File: src/rtl/md_pos_pkg.sv
// Shared types for the cell position readers: sweep FSM states and the
// packed {posz, posy, posx} record layout.
package md_pos_pkg;

   typedef enum logic [2:0] {
      IDLE,
      CNT_REQ,
      CNT_WAIT,
      STREAM,
      DRAIN,
      FINISH
   } reader_state_e;

   localparam int POS_W   = 32;
   localparam int POSX_LO = 0;
   localparam int POSX_HI = 31;
   localparam int POSY_LO = 32;
   localparam int POSY_HI = 63;
   localparam int POSZ_LO = 64;
   localparam int POSZ_HI = 95;

   function automatic logic [3*POS_W-1:0] pack_pos(input logic [POS_W-1:0] x,
                                                   input logic [POS_W-1:0] y,
                                                   input logic [POS_W-1:0] z);
      return {z, y, x};
   endfunction

endpackage

File: src/rtl/pos_reader_fifo.sv
// First-word-fall-through synchronous FIFO; the head entry is always visible
// on rd_data. A write and a pop may share a cycle even when full.
module pos_reader_fifo
   import md_pos_pkg::*;
#(
   parameter int WIDTH = 105,
   parameter int DEPTH = 4,
   localparam int PTR_W = (DEPTH > 1) ? $clog2(DEPTH) : 1,
   localparam int CNT_W = $clog2(DEPTH + 1)
)(
   input  logic             clk,
   input  logic             rst,
   input  logic             wr_en,
   input  logic [WIDTH-1:0] wr_data,
   input  logic             rd_en,
   output logic [WIDTH-1:0] rd_data,
   output logic             full,
   output logic             empty,
   output logic [CNT_W-1:0] count
);
   logic [WIDTH-1:0] mem_q [DEPTH];
   logic [WIDTH-1:0] mem_d [DEPTH];
   logic [PTR_W-1:0] wr_ptr_q, wr_ptr_d;
   logic [PTR_W-1:0] rd_ptr_q, rd_ptr_d;
   logic [CNT_W-1:0] count_q, count_d;
   logic             do_wr, do_rd;

   function automatic logic [PTR_W-1:0] ptr_inc(input logic [PTR_W-1:0] p);
      return (p == PTR_W'(DEPTH - 1)) ? '0 : p + 1'b1;
   endfunction

   assign full  = (count_q == CNT_W'(DEPTH));
   assign empty = (count_q == '0);
   assign count = count_q;
   assign do_rd = rd_en && !empty;
   assign do_wr = wr_en && (!full || do_rd);
   assign rd_data = mem_q[rd_ptr_q];

   always_comb begin
      wr_ptr_d = do_wr ? ptr_inc(wr_ptr_q) : wr_ptr_q;
      rd_ptr_d = do_rd ? ptr_inc(rd_ptr_q) : rd_ptr_q;
      count_d  = count_q + CNT_W'(do_wr) - CNT_W'(do_rd);
      for (int i = 0; i < DEPTH; i++) begin
         mem_d[i] = (do_wr && (wr_ptr_q == PTR_W'(i))) ? wr_data : mem_q[i];
      end
   end

   always_ff @(posedge clk or posedge rst) begin
      if (rst) begin
         wr_ptr_q <= '0;
         rd_ptr_q <= '0;
         count_q  <= '0;
         for (int i = 0; i < DEPTH; i++) mem_q[i] <= '0;
      end else begin
         wr_ptr_q <= wr_ptr_d;
         rd_ptr_q <= rd_ptr_d;
         count_q  <= count_d;
         mem_q    <= mem_d;
      end
   end

endmodule

File: src/rtl/pos_cell_reader.sv
// Sweeps one cell position memory: reads the particle count at address 0,
// then streams records 1..N through a credit-protected FWFT buffer.
module pos_cell_reader
   import md_pos_pkg::*;
#(
   parameter int DATA_WIDTH   = 96,
   parameter int PARTICLE_NUM = 220,
   parameter int ADDR_WIDTH   = 8,
   parameter int READ_LATENCY = 2,
   parameter int FIFO_DEPTH   = 4
)(
   input  logic                  clk,
   input  logic                  rst,
   input  logic                  start,
   output logic                  busy,
   output logic                  done,
   output logic [ADDR_WIDTH-1:0] particle_count,
   output logic [ADDR_WIDTH-1:0] rd_addr,
   output logic                  rd_en,
   input  logic [DATA_WIDTH-1:0] rd_data,
   output logic                  out_valid,
   input  logic                  out_ready,
   output logic [DATA_WIDTH-1:0] out_pos,
   output logic [ADDR_WIDTH-1:0] out_index,
   output logic                  out_last
);
   localparam int ENTRY_W = DATA_WIDTH + ADDR_WIDTH + 1;
   localparam int CNT_W   = $clog2(FIFO_DEPTH + 1);
   localparam int OCC_W   = $clog2(FIFO_DEPTH + READ_LATENCY + 2) + 1;
   localparam int WAIT_W  = $clog2(READ_LATENCY + 1);
   localparam logic [ADDR_WIDTH-1:0] MAX_N = ADDR_WIDTH'(PARTICLE_NUM - 1);

   reader_state_e         state_q, state_d;
   logic                  rd_en_q, rd_en_d;
   logic [ADDR_WIDTH-1:0] rd_addr_q, rd_addr_d;
   logic [ADDR_WIDTH-1:0] n_q, n_d;
   logic [ADDR_WIDTH-1:0] addr_cnt_q, addr_cnt_d;
   logic [WAIT_W-1:0]     wait_q, wait_d;
   logic [READ_LATENCY-1:0] pipe_vld_q, pipe_vld_d;
   logic [ADDR_WIDTH-1:0]   pipe_addr_q [READ_LATENCY];
   logic [ADDR_WIDTH-1:0]   pipe_addr_d [READ_LATENCY];

   logic [ADDR_WIDTH-1:0] raw_n, clamped_n, tail_addr;
   logic [OCC_W-1:0]      inflight, occupancy;
   logic                  data_rd, credit_ok, drain_done;
   logic                  fifo_wr, fifo_pop, fifo_full, fifo_empty;
   logic [CNT_W-1:0]      fifo_count;
   logic [ENTRY_W-1:0]    fifo_wdata, fifo_rdata;

   assign raw_n     = rd_data[ADDR_WIDTH-1:0];
   assign clamped_n = (raw_n > MAX_N) ? MAX_N : raw_n;
   // Address 0 is the count word; only record reads enter the tracking pipe.
   assign data_rd   = rd_en_q && (rd_addr_q != '0);
   assign tail_addr = pipe_addr_q[READ_LATENCY-1];

   always_comb begin
      pipe_vld_d[0]  = data_rd;
      pipe_addr_d[0] = rd_addr_q;
      for (int i = 1; i < READ_LATENCY; i++) begin
         pipe_vld_d[i]  = pipe_vld_q[i-1];
         pipe_addr_d[i] = pipe_addr_q[i-1];
      end
   end

   always_comb begin
      inflight = OCC_W'(data_rd);
      for (int i = 0; i < READ_LATENCY; i++) inflight = inflight + OCC_W'(pipe_vld_q[i]);
   end

   // A pop this cycle frees a slot in time for a read issued next cycle, which
   // is what lets a FIFO of READ_LATENCY+2 entries sustain one record per cycle.
   assign occupancy  = inflight + OCC_W'(fifo_count) - OCC_W'(fifo_pop);
   assign credit_ok  = (occupancy < OCC_W'(FIFO_DEPTH)) && !(fifo_full && !fifo_pop);
   assign drain_done = (inflight == '0) &&
                       ((fifo_count == '0) || ((fifo_count == CNT_W'(1)) && fifo_pop));

   always_comb begin
      state_d    = state_q;
      rd_en_d    = 1'b0;
      rd_addr_d  = rd_addr_q;
      n_d        = n_q;
      addr_cnt_d = addr_cnt_q;
      wait_d     = wait_q;
      case (state_q)
         IDLE: begin
            if (start) begin
               state_d    = CNT_REQ;
               rd_en_d    = 1'b1;
               rd_addr_d  = '0;
               addr_cnt_d = '0;
            end
         end
         CNT_REQ: begin
            state_d = CNT_WAIT;
            wait_d  = '0;
         end
         CNT_WAIT: begin
            if (wait_q == WAIT_W'(READ_LATENCY - 1)) begin
               n_d = clamped_n;
               if (clamped_n == '0) begin
                  state_d = FINISH;
               end else begin
                  state_d    = STREAM;
                  rd_en_d    = 1'b1;
                  rd_addr_d  = ADDR_WIDTH'(1);
                  addr_cnt_d = ADDR_WIDTH'(1);
               end
            end else begin
               wait_d = wait_q + 1'b1;
            end
         end
         STREAM: begin
            if (addr_cnt_q == n_q) begin
               state_d = DRAIN;
            end else if (credit_ok) begin
               rd_en_d    = 1'b1;
               rd_addr_d  = addr_cnt_q + 1'b1;
               addr_cnt_d = addr_cnt_q + 1'b1;
            end
         end
         DRAIN: begin
            if (drain_done) state_d = FINISH;
         end
         FINISH:  state_d = IDLE;
         default: state_d = IDLE;
      endcase
   end

   always_ff @(posedge clk or posedge rst) begin
      if (rst) begin
         state_q    <= IDLE;
         rd_en_q    <= 1'b0;
         rd_addr_q  <= '0;
         n_q        <= '0;
         addr_cnt_q <= '0;
         wait_q     <= '0;
         pipe_vld_q <= '0;
         for (int i = 0; i < READ_LATENCY; i++) pipe_addr_q[i] <= '0;
      end else begin
         state_q     <= state_d;
         rd_en_q     <= rd_en_d;
         rd_addr_q   <= rd_addr_d;
         n_q         <= n_d;
         addr_cnt_q  <= addr_cnt_d;
         wait_q      <= wait_d;
         pipe_vld_q  <= pipe_vld_d;
         pipe_addr_q <= pipe_addr_d;
      end
   end

   assign fifo_wr    = pipe_vld_q[READ_LATENCY-1];
   assign fifo_wdata = {(tail_addr == n_q), tail_addr, rd_data};
   assign fifo_pop   = out_valid && out_ready;

   pos_reader_fifo #(
      .WIDTH (ENTRY_W),
      .DEPTH (FIFO_DEPTH)
   ) u_fifo (
      .clk     (clk),
      .rst     (rst),
      .wr_en   (fifo_wr),
      .wr_data (fifo_wdata),
      .rd_en   (fifo_pop),
      .rd_data (fifo_rdata),
      .full    (fifo_full),
      .empty   (fifo_empty),
      .count   (fifo_count)
   );

   assign out_valid      = !fifo_empty;
   assign out_last       = fifo_rdata[ENTRY_W-1];
   assign out_index      = fifo_rdata[DATA_WIDTH +: ADDR_WIDTH];
   assign out_pos        = fifo_rdata[DATA_WIDTH-1:0];
   assign busy           = (state_q == CNT_REQ) || (state_q == CNT_WAIT) ||
                           (state_q == STREAM)  || (state_q == DRAIN);
   assign done           = (state_q == FINISH);
   assign rd_en          = rd_en_q;
   assign rd_addr        = rd_addr_q;
   assign particle_count = n_q;

endmodule

File: config.mk
export PLATFORM = sky130hd
export DESIGN_NAME = pos_cell_reader
export DESIGN_NICKNAME = d
export VERILOG_FILES = /design/src/rtl/md_pos_pkg.sv /design/src/rtl/pos_reader_fifo.sv /design/src/rtl/pos_cell_reader.sv
export SDC_FILE = /design/constraint.sdc
export NUM_CORES = 1
export LEC_CHECK = 0
export BUFFER_PORTS_ARGS = -buffer_cell sky130_fd_sc_hd__buf_2
export CORE_ASPECT_RATIO = 0.7
export CORE_UTILIZATION = 54
export CTS_BUF_LIST = sky130_fd_sc_hd__clkbuf_8 sky130_fd_sc_hd__clkbuf_16
export DETAILED_ROUTE_END_ITERATION = 6
export PLACE_DENSITY = 0.77
export SLEW_MARGIN = 5
export SYNTH_ARGS = -nofsm -noshare
export SYNTH_HDL_FRONTEND = slang
export SYNTH_SLANG_ARGS = --single-unit
File: constraint.sdc
create_clock -name clk -period 13.89 [get_ports clk]
set_input_delay 1.389 -clock clk [delete_from_list [all_inputs] [get_ports clk]]
set_output_delay 1.389 -clock clk [all_outputs]
set_load 0.02 [all_outputs]
**Word-level counts from Yosys, hierarchy flattened**

Cells that the tools add are included.

- Add/sub/neg operators: 10
- Order comparisons: 3
- Equality and inequality tests: 22
- Mux-type cells: 26
- Bitwise logic cells: 1
- Reductions and logical operators: 33

Operators by type and width:

| operator | count |
|---|---|
| binary-select mux 105 bit (select 2 bit) | 1 |
| 2-to-1 mux 105 bit | 2 |
| 2-to-1 mux 8 bit | 6 |
| case mux 8 bit (3 select lines) | 1 |
| equality test 8 bit | 2 |
| != test 2 bit, second input constant | 8 |
| 2-to-1 mux 3 bit | 5 |
| case mux 3 bit (5 select lines) | 1 |
| logical AND 1 bit | 12 |
| equality test 3 bit, second input constant | 3 |
| adder 8 x 1 -> 8 bit, second input constant | 1 |
| > comparator 8 bit, second input constant | 1 |
| zero test 8 bit | 1 |
| nonzero test 8 bit | 1 |
| adder 2 x 1 -> 2 bit, second input constant | 3 |
| equality test 2 bit, second input constant | 3 |
| equality test 3 x 1 -> 1 bit, second input constant | 2 |
| equality test 3 x 2 -> 1 bit, second input constant | 2 |
| zero test 3 bit | 2 |
| 2-to-1 mux 2 bit | 3 |
| AND reduction 6 bit | 1 |
| logical OR 1 bit | 5 |
| 2-to-1 mux 1 bit | 5 |
| adder 3 x 3 -> 4 bit | 1 |
| 18 further kinds | 23 |

- Register bits after elaboration: 467
- Bits of input ports: 100
- Output and inout port bits: 125
- Word-level logic and storage cells: 110

**Logic depth before layout (Yosys ltp)**

- Depth in word-level cells: 11
- Depth in mapped cells: 13
- Gate-level depth less buffers: 13

**By module**

Synthesis repeated with hierarchy kept, for this count alone.

- Cells, all modules: 1256
- Area, all modules: 20568.5 um2

Modules (own cells, without submodules):

| module | times used | cells each | area an instance (um2) | seq. area each (um2) |
|---|---|---|---|---|
| pos_reader_fifo | 1 | 1055 | 18450.2 | 10685.2 |
| pos_cell_reader | 1 | 201 | 2118.3 | 1001.0 |

**Least setup slack after synthesis**

Ideal clock, no wire load.

- Kind: input port to flip-flop
- From: in out_ready
- To: reg addr_cnt_q[3]
- Library setup time: 0.126 ns
- Arrival time: 2.998 ns
- Required time: 13.764 ns
- Slack: 10.766 ns
- Stages on the path: 9
- Buffers on the path: 0
- Path through: and2_1 ha_1 inv_1 ha_1 nand4b_1 nand3b_1 xnor2_1 a31oi_4 a221o_1

- Cells in the longest elaborated chain, start to end: 7
- Elaborated cells on any way between the ends: 9
- Classes of those cells: add/sub (1); order compare (1); eq/ne (1); reduce/logical (6)

RTL lines:

| item | line | text |
|---|---|---|
| start, declared | pos_cell_reader.sv:22 | `input logic out_ready,` |
| logical AND 1 bit * | pos_cell_reader.sv:153 | `assign fifo_pop = out_valid && out_ready;` |
| branches (longest 3 deep; another with subtractor 4 x 1 -> 4 bit) | -- |  |
| logical AND 1 bit * | pos_cell_reader.sv:73 | `assign credit_ok = (occupancy < OCC_W'(FIFO_DEPTH)) && !(fifo_full && !fifo_pop);` |
| != test 2 bit (no line) * | -- |  |
| AND reduction 6 bit (no line) * | -- |  |
| end signal, assigned | pos_cell_reader.sv:144 | `addr_cnt_q <= addr_cnt_d;` |
| end, declared | pos_cell_reader.sv:37 | `logic [ADDR_WIDTH-1:0] addr_cnt_q, addr_cnt_d;` |

Mark *: on every way between the ends.
A chain may end at the register's enable or synchronous reset.

**Final worst setup path**

- From: reg u_fifo.rd_ptr_q[1]
- To: out out_pos[4]

- Cells in the longest elaborated chain, start to end: 4

RTL lines:

| item | line | text |
|---|---|---|
| start, declared | pos_reader_fifo.sv:24 | `logic [PTR_W-1:0] rd_ptr_q, rd_ptr_d;` |
| start signal, assigned | pos_reader_fifo.sv:56 | `rd_ptr_q <= rd_ptr_d;` |
| inverter 2 -> 3 bit (implied by the code) | pos_reader_fifo.sv:37 | `assign rd_data = mem_q[rd_ptr_q];` |
| binary-select mux 105 bit (select 2 bit) | pos_reader_fifo.sv:37 |  |
| 2-to-1 mux 105 bit (implied by the code) (2 in series) | pos_reader_fifo.sv:37 |  |
| end, declared | pos_cell_reader.sv:23 | `output logic [DATA_WIDTH-1:0] out_pos,` |

No other way between the ends. The select of a mux whose other input is x is not followed.

==> impl_metrics.csv <==
group,metric,value,unit
clock_tree,cts_buffer_depth,3,
logic_synthesis,yosysUniqueCellTypes,52,
power,switching_share,33.86,%
sta,setup_viol,0,
power,pwr-share-comb,41.7,%
clock_tree,cts_buffers,46,
grt,grt.overflow.total,0,
logic_synthesis,synthArstFlopShare,100.0,%
placement,dp_hpwl,27.15,mm
finish,area_growth,12.33,%
setup_path,cp.arrival,3.75,ns
finish,layout-drive-gt1-share,57.40,%
sta,tns,0,ns
setup_path,cp_cell_sequence,"buf_4 -> buf_4 -> mux4_2 -> buf_2",
grt,grt_first_pass_wirelength,71.33,mm
floorplan,die_h,169.6,microns
power,switchingPower,2.162,mW
logic_synthesis,yosysWarnings,0,
setup_path,crit_family,"buffers and inverters",
clock_tree,clk_pin_slew,0.07,ns
logic_synthesis,synth_nets,1365,
setup_path,worst_setup_path_end_kind,"output port",
floorplan,dieWidth,241.4,microns
finish,diodes,0,
sta,timing.final.crit_period,5.142,ns
route,vias,11480,
setup_path,cp_slowest_cell,"buf_4",
power,p_leak,11.83,nW
grt,grt_pass1_vias,12500,
hold_path,hold_path.class,"reg -> reg",
finish,layout_commonest_cell,"dfrtp_1",
grt,antenna_found_initial,3,
power,seqPwrFrac,37.8,%
floorplan,dieArea,40950,sq um
route,firstDrtPassIters,4,
logic_synthesis,synth_area_per_cell,17.35,sq um
logic_synthesis,synth_edf_count,0,
outcome,run_status,"complete, no violations",
clock_tree,cts_tree,"yes",
grt,grt_usage,22.33,%
setup_path,critPathMaxFanout,48,
clock_tree,cts.sinks,467,
logic_synthesis,ys_seq_area_share,53.93,%
finish,nets,1565,
clock_tree,worstSkewPairLatency,0.57,ns
sta,rsz0062_at_grt,"no",
placement,place_ws,9.211,ns
placement,io_buffers,224,
sta,timing.final.crit_share,37.02,%
clock_tree,ctsHoldBuffers,0,
route,drc,0,
power,irDropWorstVdd,0.0001424,V
setup_path,cp.required,12.50,ns
grt,grt_max_degree,192,
floorplan,core,38960,sq um
sta,setup_ws,8.748,ns
floorplan,start_util,55.62,%
placement,place.gp.congestion,0.8126,
power,powerDensity,262.4,nW/um^2
clock_tree,post-cts-setup-buffers,0,
sta,hold_violations,0,
setup_path,critPathBufInv,3,
logic_synthesis,synth-seq-cells,467,
route,wl,44.52,mm
route,viasPerCell,5.704,
finish,final_cell_mix,"dfrtp_1 (465), mux2_2 (224), buf_2 (224)",
setup_path,crit_top_cell,"buf_4",
sta,worst_slew_pin_slew,1.139,ns
route,ant_nets,0,
clock_tree,h-tree-depth,2,
setup_path,path_class,"reg -> out",
power,p_clk_share,20.5,%
logic_synthesis,synth_ff_type,"dfrtp_1",
clock_tree,cts_root_buf,"clkbuf_16",
floorplan,row_count,60,
setup_path,cp-start-kind,"flip-flop",
job,cap_viol_max_count,0,
logic_synthesis,synthCells,1249,
sta,skew,0.03080,ns
sta,maxSlewHeadroom,24.08,%
route,wire_per_inst,22.12,microns
floorplan,io_pins,225,
power,power,6.386,mW
route,drtIter0Drc,702,
power,cell_internal_pwr,4.224,mW
setup_path,slowest_delay,0.86,ns
sta,maxSlewViolCount,0,
clock_tree,post_cts_resized,0,
sta,clock.fmax,194.5,MHz
logic_synthesis,synth_area,21670,sq um
-- registers in the layout, indices dropped and copies added (netlist names) --
signal,cells
u_fifo.mem_q,420
addr_cnt_q,8
particle_count,8
pipe_addr_d,8
tail_addr,8
state_q,3
u_fifo.count,3
pipe_vld_q,2
u_fifo.rd_ptr_q,2
u_fifo.wr_ptr_q,2
wait_q,2
rd_en,1
-- metrics by stage --
step / std cells / hold WS, ns / instance area (sq um) / utilization (%)
6_report: 2013 / 0.3491 / 24340 / 62.48
5_1_grt: 2013 / 0.3534 / 24340 / 62.48
4_1_cts: 2013 / 0.3484 / 24340 / 62.48
3_5_place_dp: 1928 / 0.3347 / 22730 / 58.33
3_3_place_gp: 1928 / 0.3321 / 22730 / 58.33
2_1_floorplan: 1249 / 0.3312 / 21670 / -
-- Yosys cell counts (5+ instances only) --
cell type	instances	area [sq um]
and3_1	8	50.05
buf_2	20	100.1
buf_4	28	210.2
inv_1	22	82.58
a31oi_1	5	31.28
nand2_1	13	48.80
xor2_1	8	70.07
nand3_1	7	35.03
mux4_2	105	2365
mux2_2	224	2522
nor2_1	16	60.06
mux2_4	200	3003
buf_12	24	480.5
buf_1	7	26.28
o21ai_0	9	45.04
xnor2_1	12	105.1
ha_1	14	175.2
dfrtp_1	467	11690
-- power groups by stage --
stage	sequential, mW	clock [mW]	combinational (mW)
final	2.41	1.31	2.66
after global routing	2.49	1.40	2.85
after CTS	2.41	1.34	2.70
after detailed placement	2.42	0	2.68
after global placement	2.40	0	2.61
after floorplan	2.24	0	2.21
-- logic make-up after synthesis --
kind of cell             count (synthesis)  share of synthesized area (%)
multiplexers                           532                          36.56
flip-flops                             467                          53.93
buffers and inverters                  105                          4.255
AND/OR/NAND/NOR                         74                          2.252
AO/OA/AOI/OAI                           35                          1.207
XOR/XNOR                                20                         0.8084
adder cells (fa/ha/maj)                 16                         0.9931
-- worst paths after layout --
kind	startpoint	to	slack [ns]	cells after the start
worst max-delay path	u_fifo.rd_ptr_q[1]	out_pos[4]	8.75	4
worst min-delay path	pipe_addr_d[0]	tail_addr[0]	0.35	0
worst max register to register	addr_cnt_q[5]	addr_cnt_q[3]	10.47	12
worst min register to register	pipe_addr_d[0]	tail_addr[0]	0.35	0
max in group asynchronous	rst	u_fifo.mem_q[366]	10.70	4
min in group asynchronous	rst	u_fifo.mem_q[6]	0.90	2
-- layer usage --
layer	vias to the layer above	track usage, %	share of wire, %
met2	253	34.63	47
met3	65	4.522	5.1
met1	6137	32.67	46
met4	6	4.871	1.7
met5	-	0	0.088
li1	5022	-	-
-- final cells by class --
type | instances | area [sq um]
multi-input combinational | 677 | 9064
clock buffer | 60 | 1378
fill | 2800 | 14620
timing repair buffer | 234 | 1221
sequential | 467 | 11690
clock inverter | 25 | 236.5
tap | 527 | 659.4
inverter | 23 | 90.09
Note: power is estimated with default switching activity, not from simulation.
